### config.mk
export PLATFORM = sky130hd
export DESIGN_NAME = paper_mode_seq
export DESIGN_NICKNAME = d
export VERILOG_FILES = /design/src/rtl/paper_mode_seq.sv
export SDC_FILE = /design/constraint.sdc
export NUM_CORES = 1
export LEC_CHECK = 0
export CAP_MARGIN = 20
export CORE_MARGIN = 3
export CORE_UTILIZATION = 54
export DETAILED_ROUTE_END_ITERATION = 7
export GPL_ROUTABILITY_DRIVEN = 0
export PLACE_DENSITY = 0.83
export SLEW_MARGIN = 0
export SYNTH_ARGS = -nofsm -noshare
export SYNTH_HDL_FRONTEND = slang
export SYNTH_SLANG_ARGS = --single-unit
### constraint.sdc
create_clock -name px_clk_i -period 5 [get_ports px_clk_i]
set_input_delay 1 -clock px_clk_i [delete_from_list [all_inputs] [get_ports px_clk_i]]
set_output_delay 1 -clock px_clk_i [all_outputs]
set_load 0.05 [all_outputs]
### src/rtl/paper_mode_seq.sv
// paper_mode_seq -- sequences a video-mode change on the pixel clock.
//
// A request is accepted in IDLE. The block then waits for a VSync rising
// edge, blanks the output for one cycle, holds the TMDS encoder and
// serializers in reset, loads the new configuration with a single-cycle
// strobe, waits a number of frames for the timing generator to settle,
// and reports completion. Every VSync wait is guarded by a cycle timeout;
// a timeout is treated like an edge and flagged on timeout_o.
//
// Optional feature: define PAPER_MODE_SEQ_ABORT_EN to add input abort_i.
// When abort_i is high while the block waits for the first VSync edge,
// the pending change is dropped and the block returns to IDLE. abort_i
// has no effect in any other state.
//
// Ports:
//   px_clk_i     pixel clock, all logic on its rising edge
//   rst_i        synchronous active-high reset
//   abort_i      (PAPER_MODE_SEQ_ABORT_EN only) abandon a change in WAIT_VS
//   req_valid_i  mode-change request valid
//   req_ready_o  high in IDLE; handshake captures req_cfg_i
//   req_cfg_i    requested configuration word (CfgWidth bits)
//   vsync_i      VSync from the timing generator
//   cfg_o        active configuration to the timing generator
//   cfg_load_o   single-cycle load strobe, coincides with the new cfg_o
//   ser_rst_o    reset to the TMDS encoder and serializers
//   blank_o      forces the video output to blank
//   busy_o       a change is in progress
//   done_o       one-cycle completion pulse
//   timeout_o    one-cycle pulse when a VSync wait timed out
module paper_mode_seq #(
  parameter int unsigned         CfgWidth     = 64,
  parameter logic [CfgWidth-1:0] CfgReset     = '0,
  parameter int unsigned         SerRstCycles = 16,
  parameter int unsigned         SettleFrames = 2,
  parameter int unsigned         VsTimeout    = 2**20
) (
  input  logic                px_clk_i,
  input  logic                rst_i,
`ifdef PAPER_MODE_SEQ_ABORT_EN
  input  logic                abort_i,
`endif
  input  logic                req_valid_i,
  output logic                req_ready_o,
  input  logic [CfgWidth-1:0] req_cfg_i,
  input  logic                vsync_i,
  output logic [CfgWidth-1:0] cfg_o,
  output logic                cfg_load_o,
  output logic                ser_rst_o,
  output logic                blank_o,
  output logic                busy_o,
  output logic                done_o,
  output logic                timeout_o
);

  localparam int unsigned TmoW = $clog2(VsTimeout + 1);

  typedef enum logic [2:0] {
    IDLE    = 3'd0,
    WAIT_VS = 3'd1,
    BLANK   = 3'd2,
    SER_RST = 3'd3,
    LOAD    = 3'd4,
    SETTLE  = 3'd5,
    DONE    = 3'd6
  } state_t;

  state_t              state_reg, state_next;
  logic [CfgWidth-1:0] cfg_reg;
  logic [CfgWidth-1:0] pend_reg;
  logic                vsync_q_reg;
  logic [TmoW-1:0]     tmo_cnt_reg;
  logic [7:0]          ser_cnt_reg;
  logic [3:0]          frm_cnt_reg;
  logic                timeout_reg;

  logic vs_rise;
  logic watching;
  logic tmo_hit;
  logic frame_evt;
  logic abort_hit;
  logic abort_now;

`ifdef PAPER_MODE_SEQ_ABORT_EN
  assign abort_hit = abort_i;
`else
  assign abort_hit = 1'b0;
`endif

  // Edges are only meaningful while waiting on VSync; the handshake cycle
  // is IDLE, so a rise coinciding with the handshake is never counted.
  assign vs_rise   = vsync_i & ~vsync_q_reg;
  assign watching  = (state_reg == WAIT_VS) || (state_reg == SETTLE);
  // The last allowed cycle of a wait: VsTimeout cycles have elapsed
  // without an edge once the counter has reached VsTimeout-1.
  assign tmo_hit   = watching && !vs_rise && (tmo_cnt_reg == TmoW'(VsTimeout - 1));
  assign frame_evt = watching && (vs_rise || tmo_hit);
  assign abort_now = (state_reg == WAIT_VS) && abort_hit;

  always_comb begin
    state_next = state_reg;
    unique case (state_reg)
      IDLE:    if (req_valid_i) state_next = WAIT_VS;
      WAIT_VS: begin
        if (abort_hit)      state_next = IDLE;
        else if (frame_evt) state_next = BLANK;
      end
      BLANK:   state_next = SER_RST;
      SER_RST: if (ser_cnt_reg == 8'(SerRstCycles - 1)) state_next = LOAD;
      LOAD:    state_next = (SettleFrames == 0) ? DONE : SETTLE;
      SETTLE:  if (frame_evt && (frm_cnt_reg == 4'(SettleFrames - 1))) state_next = DONE;
      DONE:    state_next = IDLE;
      default: state_next = IDLE;
    endcase
  end

  always_ff @(posedge px_clk_i) begin
    if (rst_i) begin
      state_reg   <= IDLE;
      cfg_reg     <= CfgReset;
      pend_reg    <= '0;
      vsync_q_reg <= 1'b0;
      tmo_cnt_reg <= '0;
      ser_cnt_reg <= '0;
      frm_cnt_reg <= '0;
      timeout_reg <= 1'b0;
    end else begin
      state_reg   <= state_next;
      vsync_q_reg <= vsync_i;

      if ((state_reg == IDLE) && req_valid_i) begin
        pend_reg <= req_cfg_i;
      end else if (abort_now) begin
        pend_reg <= '0;
      end

      if ((state_reg == SER_RST) && (state_next == LOAD)) begin
        cfg_reg <= pend_reg;
      end

      // Held at zero outside the wait states, so every entry starts from
      // zero; restarts on each counted edge and saturates at VsTimeout.
      if (!watching || frame_evt) begin
        tmo_cnt_reg <= '0;
      end else if (tmo_cnt_reg != TmoW'(VsTimeout)) begin
        tmo_cnt_reg <= tmo_cnt_reg + 1'b1;
      end

      if (state_reg == SER_RST) ser_cnt_reg <= ser_cnt_reg + 1'b1;
      else                      ser_cnt_reg <= '0;

      if (state_reg != SETTLE)  frm_cnt_reg <= '0;
      else if (frame_evt)       frm_cnt_reg <= frm_cnt_reg + 1'b1;

      timeout_reg <= tmo_hit && !abort_now;
    end
  end

  assign req_ready_o = (state_reg == IDLE);
  assign busy_o      = (state_reg != IDLE);
  assign blank_o     = (state_reg == BLANK) || (state_reg == SER_RST) ||
                       (state_reg == LOAD)  || (state_reg == SETTLE);
  assign ser_rst_o   = (state_reg == SER_RST);
  assign cfg_load_o  = (state_reg == LOAD);
  assign done_o      = (state_reg == DONE);
  assign timeout_o   = timeout_reg;
  assign cfg_o       = cfg_reg;

endmodule

# Word level (Yosys, flattened, before mapping)
# Index checks and enable logic that the tools add are counted.
[word_totals] ff_bits=166 out_inout_bits=71 wordCells=50
[op_classes] muxes=5 n_reduce_logical=19 add_sub_neg=3 n_eq_ne=12 bitwise=3
[ops] operator="$add 21x1->21 const B" count=1
[ops] operator="$eq 21x20->1 const B" count=1
[ops] operator="$ne 21x21->1 const B" count=1
[ops] operator="$pmux 3 s6" count=1
[ops] operator="$eq 3x3->1 const B" count=4
[ops] operator="$mux 3" count=4
[ops] operator="$add 8x1->8 const B" count=1
[ops] operator="$eq 8x4->1 const B" count=1
[ops] operator="$eq 3x2->1 const B" count=2
[ops] operator="$logic_and 1x1->1" count=6
[ops] operator="$logic_or 1x1->1" count=6
[ops] operator="$reduce_or 2->1" count=3
[ops] operator="$add 4x1->4 const B" count=1
[ops] operator="$eq 4x1->1 const B" count=1
[ops] operator="$eq 3x1->1 const B" count=1
[ops] operator="$logic_not 3->1" count=1
[ops] operator="$ne 3x3->1 const B" count=1
[ops] operator="$reduce_bool 3->1" count=1
[ops] operator="$logic_not 1->1" count=2
[ops] operator="$not 1->1" count=2
[ops] operator="$and 1x1->1" count=1

# Depth between registers and ports, before layout
# Gate-level depths: netlist of run 1.
[depth] ltp_word=12 ltp_mapped=7 mapped_depth_nobuf=6

# Worst setup path after synthesis of run 1
# OpenSTA, ideal clock, no wires.
[synth_timing] path_type="flip-flop to output port" startpoint="register state_reg[1]" endpoint="output done_o" arrival_time_ps=1622 stages_incl_launch_ff=3 slack_ps=2378 required_time_ps=4000 cell_sequence="dfxtp_1 > inv_1 > nor3b_1"
[synth_via] elab_chain_cells=1
[synth_rtl] element="start, declared" line_no="67" text="state_t state_reg, state_next;"
[synth_rtl] element="start signal, assigned" line_no="127" text="state_reg <= state_next;"
[synth_rtl] element="$eq 3x3->1" line_no="164" text="assign done_o = (state_reg == DONE);"
[synth_rtl] element="end, declared" line_no="51" text="output logic done_o,"
# No other way between the ends.

# Final worst setup path of run 1
[layout_timing] startpoint="register state_reg[1]" endpoint="output ser_rst_o"
[layout_via] elab_chain_cells=1
[layout_rtl] element="$eq 3x2->1" line_no="162" text="assign ser_rst_o = (state_reg == SER_RST);"
[layout_rtl] element="end, declared" line_no="48" text="output logic ser_rst_o,"
# No other way between the ends.

==> results of run 1 <==
==> through the flow <==
step	hold slack, ns	power, mW	instance area (sq um)
after floorplan	0.418	1.55	6270
after global routing	0.478	2.97	8240
after global placement	0.430	1.63	7660
final	0.453	2.86	8240
after CTS	0.454	2.89	8240
after detailed placement	0.446	1.64	7660
==> layout make-up <==
type,count,share of cell area
well taps,140,0.0213
flip-flops and latches,166,0.403
clock buffers,29,0.0656
inverters,8,0.00364
multi-input cells,483,0.331
clock inverters,2,0.00425
repair buffers,142,0.171
==> power by group <==
| part | switching (mW) | leakage, nW | internal [mW] |
|---|---|---|---|
| Combinational | 0.125 | 1.81 | 0.0942 |
| Clock | 0.475 | 0.284 | 0.776 |
| Sequential | 0.0252 | 1.35 | 1.37 |
| Total | 0.625 | 3.44 | 2.24 |
==> worst min-delay path, delay by kind of cell, from the launching register on <==
family,cells,cell delay [ns]
AO/OA/AOI/OAI,1,0.05
flip-flops,1,0.31
AND/OR/NAND/NOR,1,0.05
==> cell usage after synthesis (8+ instances only) <==
cell type  instances
clkbuf_1          23
mux2i_1           68
nor2_1            84
nand3_1           10
inv_1              8
nand2b_1           8
a21oi_1           75
nand4_1            9
dfxtp_1          166
nand2_1          144
xor2_1            12
buf_2              9
==> worst max path at each step <==
| stage | start | to | slack (ns) | cells after the start |
|---|---|---|---|---|
| after floorplan | state_reg[1]$_SDFF_PP0_ | done_o | 2.38 | 2 |
| after global placement | req_valid_i | pend_reg[34]$_SDFFE_PP0P_ | 2.14 | 5 |
| after detailed placement | req_valid_i | pend_reg[35]$_SDFFE_PP0P_ | 2.07 | 5 |
| after CTS | state_reg[1]$_SDFF_PP0_ | ser_rst_o | 1.91 | 3 |
| after global routing | state_reg[1]$_SDFF_PP0_ | ser_rst_o | 1.82 | 3 |
| final | state_reg[1]$_SDFF_PP0_ | ser_rst_o | 1.93 | 3 |
==> cells by family after synthesis <==
group,share of synthesized area
AOI/OAI and AO/OA,0.0772
xor gates and xnor gates,0.0237
adders and majority gates,0.00997
buffers and inverters,0.0365
DFF,0.530
muxes,0.108
and+or+nand+nor,0.215
==> routing by layer <==
layer	track usage	wire length, microns
met1	0.265	6080
met2	0.387	7220
met3	0.0748	1020
met4	0.0911	257
met5	0	0
==> flow_summary.ini, run 1 <==
[pwr]
power_leakage_nw = 3.44
vdd_drop_max_uv = 240
power_density_nw_per_um2 = 348

[floorplanning]
coreArea_sq_um = 11100
start_util = 0.566
die_w_microns = 114
ios = 139
die_y_microns = 114
rows = 38
die_area_sq_um = 12900

[global_route]
antenna_found_initial = 0
grt_use_total = 0.227
grt_pass1_wl_mm = 23.9
grt_pass1_vias = 5185
grt_max_degree = 74
overflow = 0

[setup_path]
r2r_cells = 6
critPathLaunchType = register
path_class = reg2out
arrival_ns = 2.07
critPathTopFamily = buffers and inverters
path_buf_inv = 1
crit_chain = nor2b_1 -> and2_1 -> clkdlybuf4s50_1
setup.worst_path.end_class = primary output
reg2reg_to = cfg_o[47]$_SDFFE_PP0P_
r2r_start = ser_cnt_reg[0]$_SDFF_PP0_
crit_fanout = 7
crit_slowest_cell = clkdlybuf4s50_1
cp.required_ns = 4.00
crit_path_max_incr_delay_ns = 0.82
rrSetupSlack_ns = 2.47

[timing]
drv_slew = 0
setup_viol = 0
relSlewSlack = 0.276
worst_slack_ns = 1.93
fin_crit_ns = 3.07
rsz0062_at_grt = false
fin_crit_sh = 0.614
hold_viol_final = 0
tightestPinTransition_ns = 1.09
totalNegativeSetupSlack_ns = 0
skew_ns = 0.00453
timing.fmax_mhz = 326

[layout]
drive_above_1_share = 0.0482
multi_input_area_sq_um = 2730
nets = 891
layout_commonest_cell = dfxtp_1
final_cell_mix = dfxtp_1 (166), nand2_1 (143), clkdlybuf4s50_1 (137)
area_delta_synth_final_pct = 31.3
antenna-diode-count = 0
final_cells = 970
seqCellArea_sq_um = 3320
post-route-util = 0.744
fillers = 785

[clock_tree]
cts_num_sinks = 166
clkTransAtPathRegs_ns = 0.06
clockRootBuffer = clkbuf_16
htree_levels = 4
postCtsResizedCells = 0
cts_made_buffers = 17
cts_hold_buf = 0
clockBufferDepth = 2
postCtsSetupBuffers = 0
clkLatencyLatePin_ns = 0.41
cts_tree = done

[routing]
wl_per_cell_microns = 15.0
viasPerCell = 5.39
drc = 0
drt_iter0_drc = 327
routed_wl_mm = 14.6
postRouteAntennaNets = 0
dr.pass1.iters = 5
routed-via-count = 5224

[synth]
avgSynthCellArea_sq_um = 9.00
synth_nets = 770
yosysWarnings = 0
synthDistinctLibCells = 40
ys_ff_latch = 166
syn-cell-area_sq_um = 6270
ys_seq_area_frac = 0.530
synthArstFlopShare = 0
synth_edf_count = 0
synth_cells = 697
yosysTopAreaCell = dfxtp_1
synth.area.top_cells = dfxtp_1 (53%), mux2i_1 (11%), nand2_1 (8.6%)
synth.top_cell.area_share = 0.530
synthFlopType = dfxtp_1

[job]
drv_cap = 0

[placed_design]
dp.cells = 939
port-buffer-count = 138
place_ws_ns = 2.07
hpwl_mm = 9.81

[min_path]
worstHoldPathCells = 2
hold_class = reg2reg
worstHoldStart = pend_reg[34]$_SDFFE_PP0P_
holdPathEnd = pend_reg[34]$_SDFFE_PP0P_

[run_status]
status = finished, final reports clean
Power figures use the tool's default switching activity.
==> inputs of run 2 (changes only) <==
--- a/config.mk
+++ b/config.mk
@@ -7,10 +7,10 @@
 export LEC_CHECK = 0
 export CAP_MARGIN = 20
 export CORE_MARGIN = 3
-export CORE_UTILIZATION = 54
+export CORE_UTILIZATION = 50
 export DETAILED_ROUTE_END_ITERATION = 7
 export GPL_ROUTABILITY_DRIVEN = 0
-export PLACE_DENSITY = 0.83
+export PLACE_DENSITY = 0.77
 export SLEW_MARGIN = 0
 export SYNTH_ARGS = -nofsm -noshare
 export SYNTH_HDL_FRONTEND = slang
==> constraint.sdc (replaced) <==
create_clock -name px_clk_i -period 3 [get_ports px_clk_i]
set_input_delay 0.6 -clock px_clk_i [delete_from_list [all_inputs] [get_ports px_clk_i]]
set_output_delay 0.6 -clock px_clk_i [all_outputs]
set_load 0.05 [all_outputs]
==> flow_summary.ini, run 2 (synthesis results as in run 1) <==
[timing]
fin_crit_ns = 2.69
totalNegativeSetupSlack_ns = 0
fin_crit_sh = 0.896
hold_viol_final = 0
worst_slack_ns = 0.312
relSlewSlack = 0.336
skew_ns = 0.00983
rsz0062_at_grt = false
timing.fmax_mhz = 372
setup_viol = 0
drv_slew = 0
tightestPinTransition_ns = 0.996

[run_status]
status = finished, final reports clean

[clock_tree]
postCtsSetupBuffers = 0
cts_num_sinks = 166
clockBufferDepth = 2
clkTransAtPathRegs_ns = 0.06
cts_made_buffers = 17
cts_hold_buf = 0
clockRootBuffer = clkbuf_16
htree_levels = 4
postCtsResizedCells = 0
clkLatencyLatePin_ns = 0.42
cts_tree = done

[floorplanning]
die_w_microns = 118
start_util = 0.516
rows = 40
die_area_sq_um = 13900
die_y_microns = 118
ios = 139
coreArea_sq_um = 12200

[global_route]
overflow = 0
grt_pass1_wl_mm = 23.9
met1_usage = 0.235
met3_usage = 0.0918
use_met2 = 0.353
grt_max_degree = 103
grt_pass1_vias = 5132
antenna_found_initial = 0
busiest_layer = met2
grt_use_total = 0.210

[setup_path]
cp.required_ns = 2.40
crit_path_max_incr_delay_ns = 0.81
setup.worst_path.end_class = primary output
crit_chain = nor2b_1 -> and2_1 -> clkdlybuf4s50_1
critPathLaunchType = register
crit_slowest_cell = clkdlybuf4s50_1
crit_fanout = 7
path_class = reg2out
arrival_ns = 2.09

[routing]
wl_per_cell_microns = 14.4
postRouteAntennaNets = 0
routed-via-count = 5111
drt_iter0_drc = 249
dr.pass1.iters = 5
routed_wl_mm = 14.4
viasPerCell = 5.11
drc = 0

[pwr]
total_power_mw = 5.10
vdd_drop_max_uv = 536
power_leakage_nw = 3.50
power_density_nw_per_um2 = 606

[placed_design]
place_ws_ns = 0.754
hpwl_mm = 9.65
port-buffer-count = 138

[layout]
drive_above_1_share = 0.0553
area_delta_synth_final_pct = 34.0
antenna-diode-count = 0
layout_commonest_cell = dfxtp_1
final_cell_mix = dfxtp_1 (166), nand2_1 (143), clkdlybuf4s50_1 (137)
nets = 892

[job]
drv_cap = 0

[min_path]
hold_class = reg2reg
[run 2: cell count changes in the layout (fill, tap and decap cells not counted), sizes merged]
cell	before	now
bufinv	1	5
clkbuf	29	21
clkinv	1	2
clkinvlp	0	2
buf	5	6
inv	8	10
[run 2: cell type report]
class / instances / area [sq um]
multi-input combinational: 483 / 2730
tap: 168 / 210
inverter: 8 / 30.0
clock buffer: 21 / 470
timing repair buffer: 143 / 1450
clock inverter: 11 / 193
sequential: 166 / 3320
fill: 956 / 3750
[run 2: power breakdown]
group          switching, mW  internal (mW)
sequential            0.0415           2.28
combinational          0.213          0.166
clock                  0.851           1.55
total                   1.10           3.99
[run 2: final timing paths]
check                                            startpoint                        end  slack, ns  cells after the start
worst min-delay path              pend_reg[21]$_SDFFE_PP0P_  pend_reg[21]$_SDFFE_PP0P_       0.45                      2
worst max-delay path                state_reg[1]$_SDFF_PP0_                  ser_rst_o       0.31                      3
worst max register to register  tmo_cnt_reg[0]$_SDFFE_PP0P_    state_reg[0]$_SDFF_PP0_       0.90                      5
worst min register to register    pend_reg[21]$_SDFFE_PP0P_  pend_reg[21]$_SDFFE_PP0P_       0.45                      2
[run 2: per-layer routing]
layer | wire, microns | vias up
li1 | - | 2561
met4 | 279 | 0
met5 | 0 | -
met3 | 1210 | 29
met2 | 6990 | 150
met1 | 5950 | 2371
[run 2: worst max-delay path: cells and delay by family (launching register included)]
kind | cells | cell delay, ns
buf+inv | 1 | 0.81
flops | 1 | 0.43
simple gates | 2 | 0.43
[run 2: metrics by stage]
step	instance area (sq um)	hold slack (ns)	std cells	utilization
final	8410	0.453	1000	0.691
after global routing	8410	0.473	1000	0.691
after CTS	8410	0.454	1000	0.691
after detailed placement	7740	0.446	968	0.637
after global placement	7740	0.431	968	0.637
after floorplan	6270	0.418	697	-
==> inputs of run 3 (changes only) <==
--- a/config.mk
+++ b/config.mk
@@ -5,12 +5,13 @@
 export SDC_FILE = /design/constraint.sdc
 export NUM_CORES = 1
 export LEC_CHECK = 0
+export ABC_AREA = 1
 export CAP_MARGIN = 20
-export CORE_MARGIN = 3
-export CORE_UTILIZATION = 50
+export CORE_UTILIZATION = 51
 export DETAILED_ROUTE_END_ITERATION = 7
 export GPL_ROUTABILITY_DRIVEN = 0
-export PLACE_DENSITY = 0.77
+export PLACE_DENSITY = 0.78
+export REMOVE_ABC_BUFFERS = 1
 export SLEW_MARGIN = 0
 export SYNTH_ARGS = -nofsm -noshare
 export SYNTH_HDL_FRONTEND = slang
==> flow_summary.ini, run 3 <==
[clock_tree]
cts_tree = done
cts_made_buffers = 17
clockBufferDepth = 2
clockRootBuffer = clkbuf_16
clkTransAtPathRegs_ns = 0.06
postCtsResizedCells = 0
clkLatencyLatePin_ns = 0.42
cts_num_sinks = 166
htree_levels = 4
postCtsSetupBuffers = 0
cts_hold_buf = 0

[synth]
synthFlopType = dfxtp_1
synthArstFlopShare = 0
ys_seq_area_frac = 0.508
synth_edf_count = 0
yosysTopAreaCell = dfxtp_1
ys_ff_latch = 166
synthDistinctLibCells = 34
yosysWarnings = 0
synth.area.top_cells = dfxtp_1 (51%), a211oi_2 (9.6%), a21oi_1 (6.8%)
synth.top_cell.area_share = 0.508
yosysMostFrequentCell = dfxtp_1
synth_cells = 764
synth_common_cells = dfxtp_1 (166), nor2_1 (107), inv_1 (92)
syn-cell-area_sq_um = 6540
avgSynthCellArea_sq_um = 8.56

[global_route]
overflow = 0
grt_max_degree = 71
grt_pass1_wl_mm = 26.4
antenna_found_initial = 0
grt_pass1_vias = 5716
grt_use_total = 0.256

[floorplanning]
rows = 40
ios = 139
die_area_sq_um = 13300
die_y_microns = 115
coreArea_sq_um = 12300
start_util = 0.533
die_w_microns = 115

[routing]
postRouteAntennaNets = 0
routed_wl_mm = 16.0
wl_per_cell_microns = 15.0
drc = 0
dr.pass1.iters = 5
drt_iter0_drc = 341
viasPerCell = 5.21
routed-via-count = 5556

[timing]
relSlewSlack = 0.561
tightestPinTransition_ns = 0.659
hold_viol_final = 0
drv_slew = 0
fin_crit_ns = 2.67
rsz0062_at_grt = false
fin_crit_sh = 0.892
timing.fmax_mhz = 374
totalNegativeSetupSlack_ns = 0
setup_viol = 0
skew_ns = 0.00708

[layout]
final_cells = 1066
fillers = 929
antenna-diode-count = 0
drive_above_1_share = 0.125
final_cell_mix = dfxtp_1 (166), clkdlybuf4s50_1 (137), nor2_1 (106)
area_delta_synth_final_pct = 33.2
multi_input_area_sq_um = 2610
post-route-util = 0.710
nets = 960
seqCellArea_sq_um = 3320
layout_commonest_cell = dfxtp_1

[job]
drv_cap = 0

[pwr]
clock_power_share = 0.470
internal-power_mw = 4.09
p_comb_frac = 0.083
power_leakage_nw = 3.06
vdd_drop_max_uv = 403
sequentialPowerShare = 0.447
netSwitchingPower_mw = 1.13
swShare = 0.216
power_density_nw_per_um2 = 598

[setup_path]
crit_slowest_cell = clkdlybuf4s50_1
path_class = reg2out
crit_fanout = 4
crit_path_start = state_reg[1]$_SDFF_PP0_
r2r_start = ser_cnt_reg[0]$_SDFF_PP0_
cp.required_ns = 2.40
critPathTopFamily = buffers and inverters
arrival_ns = 2.07
path_buf_inv = 3
crit_chain = inv_2 -> nor2_2 -> nand2_1 -> inv_1 -> clkdlybuf4s50_1
crit_path_max_incr_delay_ns = 0.80
critPathLaunchType = register
setup.worst_path.end_class = primary output

[placed_design]
port-buffer-count = 138
dp.cells = 1036
hpwl_mm = 10.7

[min_path]
hold_class = reg2reg
worstHoldStart = pend_reg[9]$_SDFFE_PP0P_

[run_status]
status = finished, final reports clean
[run 3: changes by cell type after synthesis, moves of 8 or more]
cell      before  now
a211oi_1       0   15
nand2_1      144   48
mux2i_1       68    0
inv_1          8   92
a211oi_2       0   50
nor3_1         5   13
o21ai_1        0   61
inv_2          0   11
a21oi_1       75   89
nand2b_1       8    0
nor2_1        84  107
[run 3: per-stage QoR]
stage,hold WS [ns],power [mW],worst slack (ns),cell area (sq um)
finish,0.454,5.21,0.325,8710
global route,0.477,5.38,0.237,8710
CTS,0.454,5.24,0.305,8710
detailed placement,0.445,2.81,0.638,8040
global placement,0.428,2.79,0.748,8040
floorplan,0.418,2.60,-3.60,6310
[run 3: logic make-up after synthesis]
family	share of synthesized area
flip-flops	0.508
adder cells (fa/ha/maj)	0.00957
AND/OR/NAND/NOR	0.135
XOR/XNOR	0.00804
buffers and inverters	0.0943
AO/OA/AOI/OAI	0.245
[run 3: layer usage]
metal / GRT usage / vias to the layer above / wire, microns / part of all wire
li1: - / 2787 / - / -
met1: 0.276 / 2574 / 6490 / 0.41
met2: 0.443 / 163 / 7800 / 0.49
met3: 0.0986 / 32 / 1280 / 0.080
met4: 0.119 / 0 / 384 / 0.024
met5: 0 / - / 0 / 0
[run 3: power groups by stage]
| stage | Clock, mW | Sequential (mW) | Combinational, mW |
|---|---|---|---|
| after CTS | 2.47 | 2.33 | 0.435 |
| after global routing | 2.57 | 2.34 | 0.480 |
| after detailed placement | 0 | 2.38 | 0.429 |
| after global placement | 0 | 2.37 | 0.414 |
| after floorplan | 0 | 2.37 | 0.233 |
| final | 2.45 | 2.33 | 0.434 |
[run 3: worst register-to-register path, stage by stage (launching register included)]
cell      delay [ns]
dfxtp_1         0.36
ha_1            0.19
nand2_1         0.08
nor2_1          0.23
nand3_1         0.17
nor2_4          0.49
buf_4           0.36
nor2_1          0.07
a211oi_1        0.19
[run 3: path summary, 6_finish.rpt]
| path | endpoint | slack [ns] | cells after the start |
|---|---|---|---|
| min reg2reg | pend_reg[9]$_SDFFE_PP0P_ | 0.45 | 2 |
| max reg2reg | cfg_o[1]$_SDFFE_PP0P_ | 0.76 | 8 |
| max | ser_rst_o | 0.33 | 5 |
| min | pend_reg[9]$_SDFFE_PP0P_ | 0.45 | 2 |
[run 3: area by class of cell]
class,instances,area share
clock buffer,20,0.0536
clock inverter,10,0.0230
inverter,104,0.0448
multi-input combinational,450,0.300
sequential,166,0.382
tap,168,0.0241
timing repair buffer,148,0.173
